[src/rtl/fetch_unit.sv]
// fetch_unit
//   Instruction fetch stage with IF/ID register, one-entry skid buffer and
//   redirect handling for requests that are still outstanding.
//
//   Ports
//     clk          : clock, all state updates on the rising edge
//     rst          : asynchronous active-high reset
//     imem_addr    : word-aligned fetch address (the pc register)
//     imem_req     : fetch request, low in HOLD and while rst is high
//     imem_ready   : memory completion, imem_rdata valid in the same cycle
//     imem_rdata   : fetched instruction word
//     stall        : hazard hold for the IF/ID register
//     redirect     : taken branch or jump from a later stage
//     redirect_pc  : branch or jump target (bits[1:0] ignored)
//     instr        : IF/ID instruction register (0 when not valid)
//     pc_plus4     : IF/ID PC+4 for the instruction in instr
//     valid        : instr holds a live instruction
//     Opcode/funct : instr[31:26] / instr[5:0] for the control decoder
module fetch_unit #(
    parameter logic [31:0] RESET_PC = 32'h00000000
) (
    input  logic        clk,
    input  logic        rst,
    output logic [31:0] imem_addr,
    output logic        imem_req,
    input  logic        imem_ready,
    input  logic [31:0] imem_rdata,
    input  logic        stall,
    input  logic        redirect,
    input  logic [31:0] redirect_pc,
    output logic [31:0] instr,
    output logic [31:0] pc_plus4,
    output logic        valid,
    output logic [5:0]  Opcode,
    output logic [5:0]  funct
);

    typedef enum logic [1:0] {
        ST_FETCH   = 2'd0,
        ST_DISCARD = 2'd1,
        ST_HOLD    = 2'd2
    } state_t;

    localparam logic [31:0] RESET_PC_ALIGNED = RESET_PC & 32'hFFFF_FFFC;

    state_t      state_q, state_d;
    logic [31:0] pc_q, pc_d;
    logic [31:0] instr_q, instr_d;
    logic [31:0] pc4_q, pc4_d;
    logic        valid_q, valid_d;
    logic [31:0] skid_instr_q, skid_instr_d;
    logic [31:0] skid_pc4_q, skid_pc4_d;
    logic [31:0] pend_q, pend_d;

    logic [31:0] pc_inc;
    logic [31:0] redir_aligned;

    // Natural 32-bit wrap gives 0xFFFFFFFC + 4 = 0.
    assign pc_inc        = pc_q + 32'd4;
    assign redir_aligned = redirect_pc & 32'hFFFF_FFFC;

    always_comb begin
        state_d      = state_q;
        pc_d         = pc_q;
        instr_d      = instr_q;
        pc4_d        = pc4_q;
        valid_d      = valid_q;
        skid_instr_d = skid_instr_q;
        skid_pc4_d   = skid_pc4_q;
        pend_d       = pend_q;

        case (state_q)
            ST_FETCH: begin
                if (redirect) begin
                    // Redirect beats stall: flush IF/ID to a NOP immediately.
                    valid_d = 1'b0;
                    instr_d = 32'h0;
                    if (imem_ready) begin
                        pc_d = redir_aligned;
                    end else begin
                        // Request in flight must complete before the new
                        // address can be presented.
                        pend_d  = redir_aligned;
                        state_d = ST_DISCARD;
                    end
                end else if (imem_ready) begin
                    pc_d = pc_inc;
                    if (stall && valid_q) begin
                        skid_instr_d = imem_rdata;
                        skid_pc4_d   = pc_inc;
                        state_d      = ST_HOLD;
                    end else begin
                        instr_d = imem_rdata;
                        pc4_d   = pc_inc;
                        valid_d = 1'b1;
                    end
                end else if (!stall) begin
                    // Decode consumed the instruction and nothing replaces
                    // it this cycle: insert a bubble.
                    valid_d = 1'b0;
                    instr_d = 32'h0;
                end
            end

            ST_HOLD: begin
                if (redirect) begin
                    pc_d    = redir_aligned;
                    valid_d = 1'b0;
                    instr_d = 32'h0;
                    state_d = ST_FETCH;
                end else if (!stall) begin
                    instr_d = skid_instr_q;
                    pc4_d   = skid_pc4_q;
                    valid_d = 1'b1;
                    state_d = ST_FETCH;
                end
            end

            ST_DISCARD: begin
                // Latest redirect wins, including one arriving together with
                // the completion being dropped.
                if (redirect) begin
                    pend_d = redir_aligned;
                end
                if (imem_ready) begin
                    pc_d    = redirect ? redir_aligned : pend_q;
                    state_d = ST_FETCH;
                end
            end

            default: begin
                state_d = ST_FETCH;
            end
        endcase
    end

    always_ff @(posedge clk or posedge rst) begin
        if (rst) begin
            state_q      <= ST_FETCH;
            pc_q         <= RESET_PC_ALIGNED;
            instr_q      <= 32'h0;
            pc4_q        <= 32'h0;
            valid_q      <= 1'b0;
            skid_instr_q <= 32'h0;
            skid_pc4_q   <= 32'h0;
            pend_q       <= 32'h0;
        end else begin
            state_q      <= state_d;
            pc_q         <= pc_d;
            instr_q      <= instr_d;
            pc4_q        <= pc4_d;
            valid_q      <= valid_d;
            skid_instr_q <= skid_instr_d;
            skid_pc4_q   <= skid_pc4_d;
            pend_q       <= pend_d;
        end
    end

    assign imem_req  = (state_q != ST_HOLD) && !rst;
    assign imem_addr = pc_q;
    assign instr     = instr_q;
    assign pc_plus4  = pc4_q;
    assign valid     = valid_q;
    assign Opcode    = instr_q[31:26];
    assign funct     = instr_q[5:0];

endmodule

[config.mk]
export PLATFORM = sky130hd
export DESIGN_NAME = fetch_unit
export DESIGN_NICKNAME = d
export VERILOG_FILES = /design/src/rtl/fetch_unit.sv
export SDC_FILE = /design/constraint.sdc
export NUM_CORES = 1
export LEC_CHECK = 0
export ABC_CLOCK_PERIOD_IN_PS = 6700
export CORE_ASPECT_RATIO = 1.5
export CORE_MARGIN = 4
export CORE_UTILIZATION = 32
export DETAILED_ROUTE_END_ITERATION = 7
export PLACE_DENSITY = 0.57
export SKIP_LAST_GASP = 1
export SLEW_MARGIN = 20
export SYNTH_ARGS = -nofsm -noshare
export SYNTH_HDL_FRONTEND = slang
export SYNTH_SLANG_ARGS = --single-unit
[constraint.sdc]
create_clock -name clk -period 6.7 [get_ports clk]
set_clock_uncertainty 0.1 [all_clocks]
set_input_delay 1.005 -clock clk [delete_from_list [all_inputs] [get_ports clk]]
set_output_delay 1.005 -clock clk [all_outputs]
set_load 0.02 [all_outputs]
## Word level (Yosys, flattened, before mapping)

Cells that the tools add are included.

- Bits in registers: 195
- Input bits: 69
- Output and inout bits: 110
- Word-level logic and storage cells: 79

- Add/subtract/negate cells: 1
- Equality and inequality tests: 18
- Muxes and demuxes: 38
- Bitwise operators: 1
- Reduce and logical (&&, ||, !) cells: 13

Operator list:

| cell | count |
|---|---|
| $mux W32 | 19 |
| $pmux W32 S2 | 3 |
| $pmux W32 S3 | 1 |
| $add A32 B3 Y32 const B | 1 |
| $ne A2 B2 Y1 const B | 10 |
| $mux W2 | 7 |
| $ne A3 B3 Y1 const B | 4 |
| $reduce_and A4 Y1 | 3 |
| $ne A4 B4 Y1 const B | 2 |
| $mux W1 | 6 |
| $pmux W2 S3 | 1 |
| $reduce_and A6 Y1 | 1 |
| $reduce_and A5 Y1 | 1 |
| $reduce_bool A2 Y1 | 2 |
| $reduce_and A3 Y1 | 1 |
| $reduce_bool A3 Y1 | 1 |
| $eq A2 B1 Y1 const B | 1 |
| $eq A2 B2 Y1 const B | 1 |
| $logic_and A1 B1 Y1 | 2 |
| $logic_not A2 Y1 | 1 |
| $pmux W1 S2 | 1 |
| $logic_not A1 Y1 | 1 |
| $not A1 Y1 | 1 |

## Logic depth before layout (Yosys ltp)

- Depth in word-level cells: 5
- Gate-level depth with buffers: 11
- Depth with buffers taken out: 7

## Least setup slack after synthesis

No wires, ideal clock.

- Path kind: reg-to-output
- Start: register state_q[0]
- End: output port imem_req
- Data arrival time: 1.575 ns
- Data required time: 5.595 ns
- Path slack: 4.020 ns
- Stages on the path, launching flop included: 7
- Path buffers: 3
- Cell sequence: dfrtp_1 > inv_1 > ha_1 > clkbuf_1 > clkbuf_1 > buf_1 > nor2_1

- Cells in the longest elaborated chain, start to end: 2

RTL lines:

| element | RTL line | text |
|---|---|---|
| start, declared | 46 | `state_t state_q, state_d;` |
| start signal, assigned | 148 | `state_q <= state_d;` |
| $ne A2 B2 Y1 | 159 | `assign imem_req = (state_q != ST_HOLD) && !rst;` |
| $logic_and A1 B1 Y1 | 159 |  |
| end, declared | 25 | `output logic imem_req,` |

No other way between the ends.

## Final worst setup path

- Start: input port redirect
- End: register pc_q[29] (netlist: imem_addr[29])

- Cells in the longest elaborated chain, start to end: 3
- Elaborated cells between the ends (all ways): 6
- Classes of those cells: 1 x eq/ne; 4 x mux; 1 x reduce/logical

RTL lines:

| element | RTL line | text |
|---|---|---|
| start, declared | 29 | `input logic redirect,` |
| $mux W32 | n/a |  |
| $mux W32 | 125 | `if (imem_ready) begin` |
| $pmux W32 S3 | 72 | `case (state_q)` |
| end signal, assigned | 149 | `pc_q <= pc_d;` |
| end, declared | 47 | `logic [31:0] pc_q, pc_d;` |

Parallel ways exist; a longest one is shown, timed or not. The select of a mux whose other input is x is not followed.
A chain may end at the register's enable or synchronous reset.

==> flow_metrics.env <==
export IMPL_hold_depth=2
export IMPL_synth_cells=937
export IMPL_synth_nets=1011
export IMPL_synthMuxAreaShare_pct=9.618
export IMPL_wire_per_inst_um=18.52
export IMPL_ys_ff_latch=195
export IMPL_ant_nets=0
export IMPL_tightest_slew_ps=1036
export IMPL_cp_slowest_stage_delay_ps=820
export IMPL_die_width_um=148.8
export IMPL_path_class="in2reg"
export IMPL_synth_simple_area_share_pct=12.46
export IMPL_finalMaxSlewViolations=0
export IMPL_setup_viol=0
export IMPL_cts_setup_buffers=0
export IMPL_holdCritStartpoint="pc_plus4[2]"
export IMPL_synth_main_ff_cell="dfrtp_1"
export IMPL_multi_input_area_um2=4237
export IMPL_port_buffers=176
export IMPL_grt_pass1_wl_um=43050
export IMPL_dpl_cell_area_um2=11520
export IMPL_vias=7623
export IMPL_antenna_found_initial=2
export IMPL_r2r_start="state_q[0]"
export IMPL_ys_seq_area_share_pct=51.32
export IMPL_synth_top_family_by_area="compound AO/OA/AOI/OAI gates"
export IMPL_grt_setup_unrepaired="no"
export IMPL_cp_arrival_ps=3990
export IMPL_cts_buffer_depth=2
export IMPL_drt_initial_drc_count=430
export IMPL_die_area_um2=32590
export IMPL_fp_dieH_um=219.1
export IMPL_numCtsBuffers=17
export IMPL_ctsResizeCount=0
export IMPL_nets=1133
export IMPL_peakVddDrop_mv=0.2237
export IMPL_start_kind="primary input"
export IMPL_synth_most_common_cell="dfrtp_1"
export IMPL_placed_cells=1435
export IMPL_grt_max_degree=73
export IMPL_cts_root_buf="clkbuf_16"
export IMPL_synth_compound_area_share_pct=18.89
export IMPL_path_buf_inv=2
export IMPL_drc_errors=0
export IMPL_grt_pass1_vias=7584
export IMPL_cts_hold_buffers=0
export IMPL_synth_fa_ha_area_share_pct=0.6579
export IMPL_relSlewSlack_pct=30.42
export IMPL_synth_area_leaders="dfrtp_1 51%, mux2_2 8.9%, a21oi_1 5.8%"
export IMPL_yosysUniqueCellTypes=63
export IMPL_critPathMaxFanout=48
export IMPL_grt_usage_pct=16.83
export IMPL_period_share_pct=55.50
export IMPL_via_per_inst=5.193
export IMPL_period_needed_ps=3719
export IMPL_holdPathEnd="pc_plus4[2]"
export IMPL_synth_edff_count=0
export IMPL_tritoncts="built"
export IMPL_cts_max_level=4
export IMPL_p_leak_nw=4.906
export IMPL_drive_gt1_share_pct=13.34
export IMPL_n_fill_cell=2889
export IMPL_fin_cells=1468
export IMPL_netlist_top_cells_count="195 x dfrtp_1, 111 x a21oi_1, 88 x nor2_1"
export IMPL_synth_top_area_cell="dfrtp_1"
export IMPL_grt_overflow=0
export IMPL_clk_latency_ps=460
export IMPL_yosysWarnings=0
export IMPL_syn_area_um2=9509
export IMPL_wl_um=27190
export IMPL_io_pins=179
export IMPL_path_clk_slew_ps=80
export IMPL_async_flop_share_pct=100.0
export IMPL_critical_path_required_ps=6970
export IMPL_regArea_um2=4880
export IMPL_drtPass1Iterations=5
export IMPL_synth_top_area_share_pct=51.32
export IMPL_dpl_hpwl_um=18750
export IMPL_min_path_type="reg2reg"
export IMPL_power_density_nw_per_um2=505.9
export IMPL_crit_chain="buf_2 > clkinv_1 > nand2_1 > nor2_1 > a32o_1 > nor3_1"
export IMPL_finalHoldViolations=0
export IMPL_initial_utilization_pct=32.36
export IMPL_finalSetupTns_ps=0
export IMPL_timing_fmax_mhz=268.9
export IMPL_synthXorXnorAreaFrac_pct=2.395
export IMPL_num_rows=77
export IMPL_cp_end_kind="flop"
export IMPL_drv_cap=0
export IMPL_clock_sinks=195
export IMPL_status="finished, final reports clean"
export IMPL_crit_family="buffers and inverters"
export IMPL_place_gp_congestion=0.8258
export IMPL_core_area_um2=29380
export IMPL_avgSynthCellArea_um2=10.15
export IMPL_reg2reg_slack_ps=3140
export IMPL_reg2reg_depth=9
export IMPL_stdcell_area_um2=12140
export IMPL_crit_slowest_cell="clkinv_1"
export IMPL_r2r_end="imem_addr[29]"
export IMPL_syn2layout_area_growth_pct=27.64
-- worst reg2reg max path: stages, from the launching register on --
cell     delay [ps]
dfrtp_1         420
inv_1           120
ha_2            170
buf_4           500
nor2b_4         930
or3_1           220
buf_4           350
nor2_1          210
a32o_1          310
nor3_1          150
-- sequential cells by signal, summed over array words and instances (netlist names) --
register / cells
imem_addr: 32
instr: 32
pc_plus4: 32
pend_q: 32
skid_instr_q: 32
skid_pc4_q: 32
state_q: 2
valid: 1
-- worst max-delay path by stage --
| stage | start | endpoint | slack, ps | cells past startpoint |
|---|---|---|---|---|
| floorplan | rst | imem_addr[0] | 280 | 1 |
| global placement | redirect | imem_addr[29] | 2510 | 6 |
| detailed placement | redirect | imem_addr[29] | 2490 | 6 |
| CTS | redirect | imem_addr[29] | 2990 | 6 |
| global route | redirect | imem_addr[29] | 2750 | 6 |
| finish | redirect | imem_addr[29] | 2980 | 6 |
-- cells in the final DEF, fill, tap and decap left out, types with 17 or more instances in the layout --
cell,n
o21ai_0,50
nor2_1,88
dfrtp_1,195
xnor2_1,19
and3_1,17
clkbuf_16,17
nor3_1,20
clkdlybuf4s50_1,175
a21oi_1,110
nand2_1,68
mux2_2,75
a22oi_1,36
-- metrics by stage --
step | total power, mW | worst slack, ps | util [%] | hold WS, ps
floorplan | 3.984 | 282.8 | - | 364.2
global placement | 5.024 | 2512 | 39.20 | 366.6
detailed placement | 5.079 | 2494 | 39.20 | 371.8
CTS | 6.211 | 2986 | 41.29 | 389.8
global route | 6.565 | 2752 | 41.31 | 414.7
finish | 6.140 | 2981 | 41.31 | 378.1
-- metal layers --
metal | global-route usage (%) | up-vias | wire, um
met1 | 20.31 | 3733 | 11200
met5 | 0 | - | 7
li1 | - | 3630 | -
met3 | 4.276 | 49 | 1382
met2 | 28.20 | 209 | 13690
met4 | 7.756 | 2 | 905
-- report_power, final --
group	total, mW	internal (mW)	switching (mW)
sequential	2.17	1.73	0.436
clock	1.10	0.598	0.502
combinational	2.87	1.30	1.58
total	6.14	3.63	2.51
-- cell type report --
class / count / share of cell area (%)
Antenna cell: 1 / 0.02062
Clock buffer: 17 / 3.505
Clock inverter: 15 / 1.557
Inverter: 11 / 0.4020
Multi-Input combinational cell: 644 / 34.90
Sequential cell: 195 / 40.20
Tap cell: 395 / 4.072
Timing Repair Buffer: 190 / 15.34
-- cells by family after synthesis --
kind of cell             Yosys count
multiplexers                      82
flip-flops                       195
AO/OA/AOI/OAI                    283
buffers and inverters             98
AND/OR/NAND/NOR                  248
XOR/XNOR                          26
adder cells (fa/ha/maj)            5
No activity file was read; power rests on OpenSTA's default activity.
